--- config.mk ---
export PLATFORM = sky130hd
export DESIGN_NAME = wb_arbiter
export DESIGN_NICKNAME = d
export VERILOG_FILES = /design/src/rtl/wb_arbiter_pkg.sv /design/src/rtl/wb_fifo.sv /design/src/rtl/wb_arbiter.sv
export SDC_FILE = /design/constraint.sdc
export NUM_CORES = 1
export LEC_CHECK = 0
export BUFFER_PORTS_ARGS = -buffer_cell sky130_fd_sc_hd__clkbuf_2
export CAP_MARGIN = 10
export CORE_ASPECT_RATIO = 1.4
export CORE_MARGIN = 2
export CORE_UTILIZATION = 55
export DETAILED_ROUTE_END_ITERATION = 8
export HOLD_SLACK_MARGIN = 0.12
export PLACE_DENSITY = 0.78
export RECOVER_POWER = 25
export SYNTH_ARGS = -nofsm -noshare
export SYNTH_HDL_FRONTEND = slang
export SYNTH_SLANG_ARGS = --single-unit
--- constraint.sdc ---
create_clock -name clk -period 2.25 [get_ports clk]
set_input_delay 0.225 -clock clk [delete_from_list [all_inputs] [get_ports clk]]
set_output_delay 0.225 -clock clk [all_outputs]
set_load 0.005 [all_outputs]
--- src/rtl/wb_arbiter_pkg.sv ---
// Shared processor constants and writeback-arbiter state encoding.
package wb_arbiter_pkg;

  localparam int unsigned PROC_ARCH_BITS    = 32;
  localparam int unsigned PROC_REG_IDX_BITS = 5;

  typedef enum logic {
    NORMAL = 1'b0,
    DRAIN  = 1'b1
  } wb_state_e;

endpackage

--- src/rtl/wb_fifo.sv ---
// Synchronous FIFO for buffered MEM results; head is visible only from the
// edge after the push (no write-through bypass).
module wb_fifo #(
  parameter int unsigned WIDTH = 38,
  parameter int unsigned DEPTH = 4
) (
  input  logic                       clk,
  input  logic                       rst,
  input  logic                       push,
  input  logic [WIDTH-1:0]           push_data,
  input  logic                       pop,
  output logic [WIDTH-1:0]           pop_data,
  output logic [$clog2(DEPTH):0]     count,
  output logic                       full,
  output logic                       empty
);

  localparam int unsigned PTR_BITS = $clog2(DEPTH);
  localparam int unsigned CNT_BITS = PTR_BITS + 1;
  localparam logic [CNT_BITS-1:0] DEPTH_CNT = CNT_BITS'(DEPTH);

  logic [WIDTH-1:0]    mem [DEPTH];
  logic [PTR_BITS-1:0] wr_ptr;
  logic [PTR_BITS-1:0] rd_ptr;
  logic                do_push;
  logic                do_pop;

  assign full     = (count == DEPTH_CNT);
  assign empty    = (count == '0);
  assign do_push  = push && !full;
  assign do_pop   = pop && !empty;
  assign pop_data = mem[rd_ptr];

  always_ff @(posedge clk) begin
    if (do_push) begin
      mem[wr_ptr] <= push_data;
    end
  end

  // Pointers wrap naturally at the power-of-two depth; count tells full from empty.
  always_ff @(posedge clk) begin
    if (rst) begin
      wr_ptr <= '0;
      rd_ptr <= '0;
      count  <= '0;
    end else begin
      if (do_push) begin
        wr_ptr <= wr_ptr + 1'b1;
      end
      if (do_pop) begin
        rd_ptr <= rd_ptr + 1'b1;
      end
      case ({do_push, do_pop})
        2'b10:   count <= count + 1'b1;
        2'b01:   count <= count - 1'b1;
        default: count <= count;
      endcase
    end
  end

  a_no_overflow: assert property (@(posedge clk) disable iff (rst) !(push && full));
  a_no_underflow: assert property (@(posedge clk) disable iff (rst) !(pop && empty));

endmodule

--- src/rtl/wb_arbiter.sv ---
// Writeback arbiter: merges single-cycle ALU results and FIFO-buffered MEM
// results into the register file write port, with a starvation drain mode.
module wb_arbiter
  import wb_arbiter_pkg::*;
#(
  parameter int unsigned ARCH_BITS    = PROC_ARCH_BITS,
  parameter int unsigned REG_IDX_BITS = PROC_REG_IDX_BITS,
  parameter int unsigned FIFO_DEPTH   = 4,
  parameter int unsigned STARVE_LIMIT = 8
) (
  input  logic                       clk,
  input  logic                       rst,
  input  logic                       alu_valid,
  input  logic [REG_IDX_BITS-1:0]    alu_dst,
  input  logic                       alu_special,
  input  logic [ARCH_BITS-1:0]       alu_data,
  input  logic                       mem_valid,
  output logic                       mem_ready,
  input  logic [REG_IDX_BITS-1:0]    mem_dst,
  input  logic                       mem_special,
  input  logic [ARCH_BITS-1:0]       mem_data,
  output logic                       alu_stall,
  output logic [REG_IDX_BITS-1:0]    dst,
  output logic                       specialDst,
  output logic [ARCH_BITS-1:0]       wData,
  output logic                       writeEnable,
  output logic [$clog2(FIFO_DEPTH):0] fifo_count
);

  localparam int unsigned CNT_BITS    = $clog2(FIFO_DEPTH) + 1;
  localparam int unsigned STARVE_BITS = $clog2(STARVE_LIMIT) + 1;
  localparam int unsigned ENTRY_BITS  = 1 + REG_IDX_BITS + ARCH_BITS;

  localparam logic [CNT_BITS-1:0]    DEPTH_CNT  = CNT_BITS'(FIFO_DEPTH);
  localparam logic [CNT_BITS-1:0]    HALF_CNT   = CNT_BITS'(FIFO_DEPTH / 2);
  localparam logic [STARVE_BITS-1:0] STARVE_MAX = STARVE_BITS'(STARVE_LIMIT - 1);

  typedef struct packed {
    logic                    special;
    logic [REG_IDX_BITS-1:0] dst;
    logic [ARCH_BITS-1:0]    data;
  } wb_entry_t;

  wb_state_e                state;
  logic [STARVE_BITS-1:0]   starve_cnt;
  wb_entry_t                push_entry;
  wb_entry_t                head;
  logic [ENTRY_BITS-1:0]    head_bits;
  logic                     push;
  logic                     pop;
  logic                     fifo_full;
  logic                     fifo_empty;
  logic                     starving;
  logic [CNT_BITS-1:0]      count_next;

  assign mem_ready  = (fifo_count < DEPTH_CNT);
  assign push       = mem_valid && mem_ready;
  assign push_entry = '{special: mem_special, dst: mem_dst, data: mem_data};
  assign head       = wb_entry_t'(head_bits);

  // ALU has priority in NORMAL; in DRAIN the FIFO owns the port outright.
  assign pop      = !fifo_empty && ((state == DRAIN) || !alu_valid);
  assign starving = fifo_full && !pop;

  always_comb begin
    count_next = fifo_count;
    if (push && !pop) begin
      count_next = fifo_count + 1'b1;
    end else if (!push && pop) begin
      count_next = fifo_count - 1'b1;
    end
  end

  wb_fifo #(
    .WIDTH (ENTRY_BITS),
    .DEPTH (FIFO_DEPTH)
  ) u_fifo (
    .clk       (clk),
    .rst       (rst),
    .push      (push),
    .push_data (push_entry),
    .pop       (pop),
    .pop_data  (head_bits),
    .count     (fifo_count),
    .full      (fifo_full),
    .empty     (fifo_empty)
  );

  always_ff @(posedge clk) begin
    if (rst) begin
      state       <= NORMAL;
      alu_stall   <= 1'b0;
      starve_cnt  <= '0;
      writeEnable <= 1'b0;
      dst         <= '0;
      specialDst  <= 1'b0;
      wData       <= '0;
    end else begin
      writeEnable <= 1'b0;
      if ((state == NORMAL) && alu_valid) begin
        writeEnable <= 1'b1;
        dst         <= alu_dst;
        specialDst  <= alu_special;
        wData       <= alu_data;
      end else if (pop) begin
        writeEnable <= 1'b1;
        dst         <= head.dst;
        specialDst  <= head.special;
        wData       <= head.data;
      end

      if (starving) begin
        if (starve_cnt != STARVE_MAX) begin
          starve_cnt <= starve_cnt + 1'b1;
        end
      end else begin
        starve_cnt <= '0;
      end

      // alu_stall is updated alongside state so it mirrors DRAIN from the next cycle.
      case (state)
        NORMAL: begin
          if (starving && (starve_cnt == STARVE_MAX)) begin
            state     <= DRAIN;
            alu_stall <= 1'b1;
          end
        end
        DRAIN: begin
          if (count_next <= HALF_CNT) begin
            state     <= NORMAL;
            alu_stall <= 1'b0;
          end
        end
        default: begin
          state     <= NORMAL;
          alu_stall <= 1'b0;
        end
      endcase
    end
  end

  a_no_alu_in_drain: assert property (@(posedge clk) disable iff (rst) !(alu_valid && (state == DRAIN)));

endmodule
==> flow_summary_export.csv <==
group,metric,value,unit
status,status,"finished clean",
placed_design,placed_area,0.00901,sq mm
logic_synthesis,seq_area_frac_synth,0.695,
sta,post-route-period-util,0.887,
global_routing,antenna_found_initial,1,
logic_synthesis,synth_largest_area_cell,"edfxtp_1",
worst_setup_path,cp_data_arrival_time,2.40,ns
placed_design,port_buffers,123,
power_and_ir_drop,power_frac_seq,0.458,
logic_synthesis,ys_top_cells_by_count,"edfxtp_1, nand2_1, dfxtp_1, nor2_1, mux4_2",
global_routing,grt_usage,0.234,
logic_synthesis,synth-seq-cells,206,
power_and_ir_drop,switching_share,0.275,
sta,rsz0062_at_grt,"no",
clock_tree,clkSinkCount,206,
finish,fin_nets,806,
logic_synthesis,synth.area.mux_share,0.109,
power_and_ir_drop,p_switching,2.95,mW
sta,fin_crit,2.00,ns
finish,final_area,0.0104,sq mm
power_and_ir_drop,pwr-share-comb,0.248,
logic_synthesis,synthXorXnorAreaFrac,0.00862,
min_path,min_path_type,"primary input to flip-flop",
sta,final_hold_viol_count,0,
logic_synthesis,avgSynthCellArea,16.1,sq um
worst_setup_path,timing.critical_path.mode_cell,"ha_1",
global_routing,grt_max_degree,48,
worst_setup_path,endpoint_kind,"flip-flop",
worst_setup_path,crit_chain,"inv_1 > ha_1 > nor2b_4 > nor2_1 > ha_1 > or3_1 > a21oi_1",
logic_synthesis,syn-instance-count,506,
worst_setup_path,crit_fanout,5,
placed_design,dp_hpwl,10600,microns
global_routing,grt_pass1_wl,28300,microns
worst_setup_path,crit_path_top_delay_cell,"or3_1",
placed_design,gp_congestion,0.771,
floorplan,die_h,148,microns
power_and_ir_drop,p_int,7.78,mW
logic_synthesis,synth_top_family_by_area,"multiplexers",
sta,fin_worst_skew,0.0170,ns
clock_tree,cts-resized-gates,0,
worst_setup_path,max_stage_delay,0.39,ns
logic_synthesis,synthAdderAreaFrac,0.0139,
logic_synthesis,synth_cell_types,37,
worst_setup_path,crit_required,2.66,ns
finish,layout-drive-gt1-share,0.289,
floorplan,start_util,0.563,
routing,vias,5148,
logic_synthesis,syn_area,0.00813,sq mm
logic_synthesis,synth-edff-count,152,
clock_tree,cts_tree,"yes",
clock_tree,numCtsBuffers,20,
clock_tree,clk_latency,0.50,ns
finish,areaGrowthSynthToFinish,27.7,%
sta,max_freq,0.501,GHz
routing,vias_per_cell,5.59,
routing,drtIter0Drc,298,
global_routing,overflow,0,
logic_synthesis,yosysMostFrequentCell,"edfxtp_1",
power_and_ir_drop,cellPowerDensity,1030,mW/mm^2
flow_run,drv_cap,0,
floorplan,die_x,107,microns
routing,drt_pre_antenna_iters,6,
floorplan,coreArea,0.0144,sq mm
routing,drc_errors,0,
finish,fill_cells,931,
sta,worst_pin_slew,0.499,ns
power_and_ir_drop,leakagePower,3.81,nW
floorplan,ios,124,
clock_tree,cts_root_buf,"clkbuf_16",
routing,ant_nets,0,
worst_setup_path,startpoint_type,"flip-flop",
logic_synthesis,synth_top_area_frac,0.562,
logic_synthesis,synth-compound-area-share,0.0688,
logic_synthesis,ys_warn_count,0,
logic_synthesis,yosys-top-cells-area,"edfxtp_1, dfxtp_1, mux4_2, a311oi_2, nand2_1",
routing,wl,18200,microns
global_routing,first_global_vias,5608,
clock_tree,clk_path_buf_depth,3,
power_and_ir_drop,clkPwrFrac,0.294,
sta,drv_slew,0,
logic_synthesis,async_reset_ff_frac,0,
sta,setup_viol,0,
clock_tree,htree_levels,1,
worst_setup_path,path_class,"flip-flop to flip-flop",
clock_tree,clk_pin_slew,0.06,ns
logic_synthesis,synth-simple-area-share,0.0761,
logic_synthesis,dominantRegCellSynth,"edfxtp_1",
sta,slew_headroom,0.667,
routing,avgRoutedWirePerCell,19.7,microns
sta,fin_setup_tns,0,ns
floorplan,num_rows,52,
floorplan,die-area,0.0158,sq mm
power_and_ir_drop,ir_drop,0.730,mV
logic_synthesis,syn_nets,595,
critical path, delay by kind of cell (launching register included):
family,cells,cell delay [ns]
AO/OA/AOI/OAI,1,0.16
adder cells (fa/ha/maj),2,0.60
buffers and inverters,1,0.11
flip-flops,1,0.34
AND/OR/NAND/NOR,3,0.71
final timing paths:
kind / start / to / slack [ns] / depth (start not counted)
setup reg to reg: u_fifo.count[1] / u_fifo.count[2] / 0.25 / 7
hold reg to reg: dst[2] / dst[2] / 0.50 / 2
setup / recovery: u_fifo.count[1] / u_fifo.count[2] / 0.25 / 7
hold / removal: mem_valid / u_fifo.wr_ptr[1] / 0.33 / 5
power groups by stage:
stage                     clock (mW)  combinational [mW]  sequential [mW]
final                           3.15                2.66             4.92
after global routing            3.35                2.88             4.97
after CTS                       3.20                2.66             4.91
after detailed placement           0                2.54             4.99
after global placement             0                2.45             4.94
after floorplan                    0                1.80             4.92
cell usage in the layout (no fill, tap or decap), types with 3 or more instances in the layout:
cell type	count
ha_1	9
a311oi_2	20
mux4_2	36
inv_1	7
buf_12	5
buf_4	17
xnor2_1	4
dlygate4sd3_1	77
dfxtp_1	52
nor2_1	54
and2_2	4
clkbuf_2	96
clkbuf_1	33
clkbuf_16	21
clkbuf_8	3
clkinv_1	3
xor2_1	4
a311oi_1	18
a21oi_1	5
nand2_1	78
edfxtp_1	152
routing by layer:
| layer | GRT usage | vias up | part of all wire |
|---|---|---|---|
| met3 | 0.0234 | 41 | 0.043 |
| met2 | 0.435 | 184 | 0.55 |
| met4 | 0.0916 | 0 | 0.030 |
| li1 | - | 2355 | - |
| met1 | 0.278 | 2568 | 0.38 |
| met5 | 0 | - | 0 |
what timing repair did:
item | 4_1_cts | 5_1_grt
endpoints found under the hold margin | 191 | 0
setup buffers | 0 | 0
hold buffers | 77 | 0
flip-flops by register name, summed over array words and instances (netlist names), named ones only:
name and cells:
dst 5, state 1, u_fifo.mem 152, alu_stall 1, u_fifo.wr_ptr 2, starve_cnt 4
wData 32, u_fifo.rd_ptr 2, specialDst 1, writeEnable 1, u_fifo.count 3
cells by family (layout without fill, tap and decap cells):
family | Yosys count | after routing
flops | 206 | 206
buf+inv | 40 | 265
xor+xnor | 8 | 8
simple gates | 150 | 150
fa+ha+maj | 9 | 9
compound gates | 53 | 53
other cells | 0 | 1
mux | 40 | 40
cell type report:
cell class / count / area [sq um] / share of cell area
Clock buffer: 30 / 589 / 0.0568
Antenna cell: 1 / 2.50 / 0.000241
Sequential cell: 206 / 5650 / 0.544
Timing Repair Buffer: 222 / 1580 / 0.152
Clock inverter: 6 / 32.5 / 0.00314
Tap cell: 189 / 236 / 0.0228
Inverter: 7 / 26.3 / 0.00253
Multi-Input combinational cell: 260 / 2260 / 0.218
stage by stage:
| step | util | worst slack, ns | std cells | total power, mW | hold slack (ns) |
|---|---|---|---|---|---|
| floorplan | - | 0.316 | 506 | 6.72 | 0.324 |
| detailed placement | 0.624 | 0.288 | 807 | 7.53 | 0.450 |
| CTS | 0.720 | 0.269 | 920 | 10.8 | 0.319 |
| global route | 0.718 | 0.162 | 921 | 11.2 | 0.376 |
| global placement | 0.624 | 0.377 | 807 | 7.39 | 0.440 |
| finish | 0.718 | 0.255 | 921 | 10.7 | 0.332 |
No activity file was read; power rests on OpenSTA's default activity.
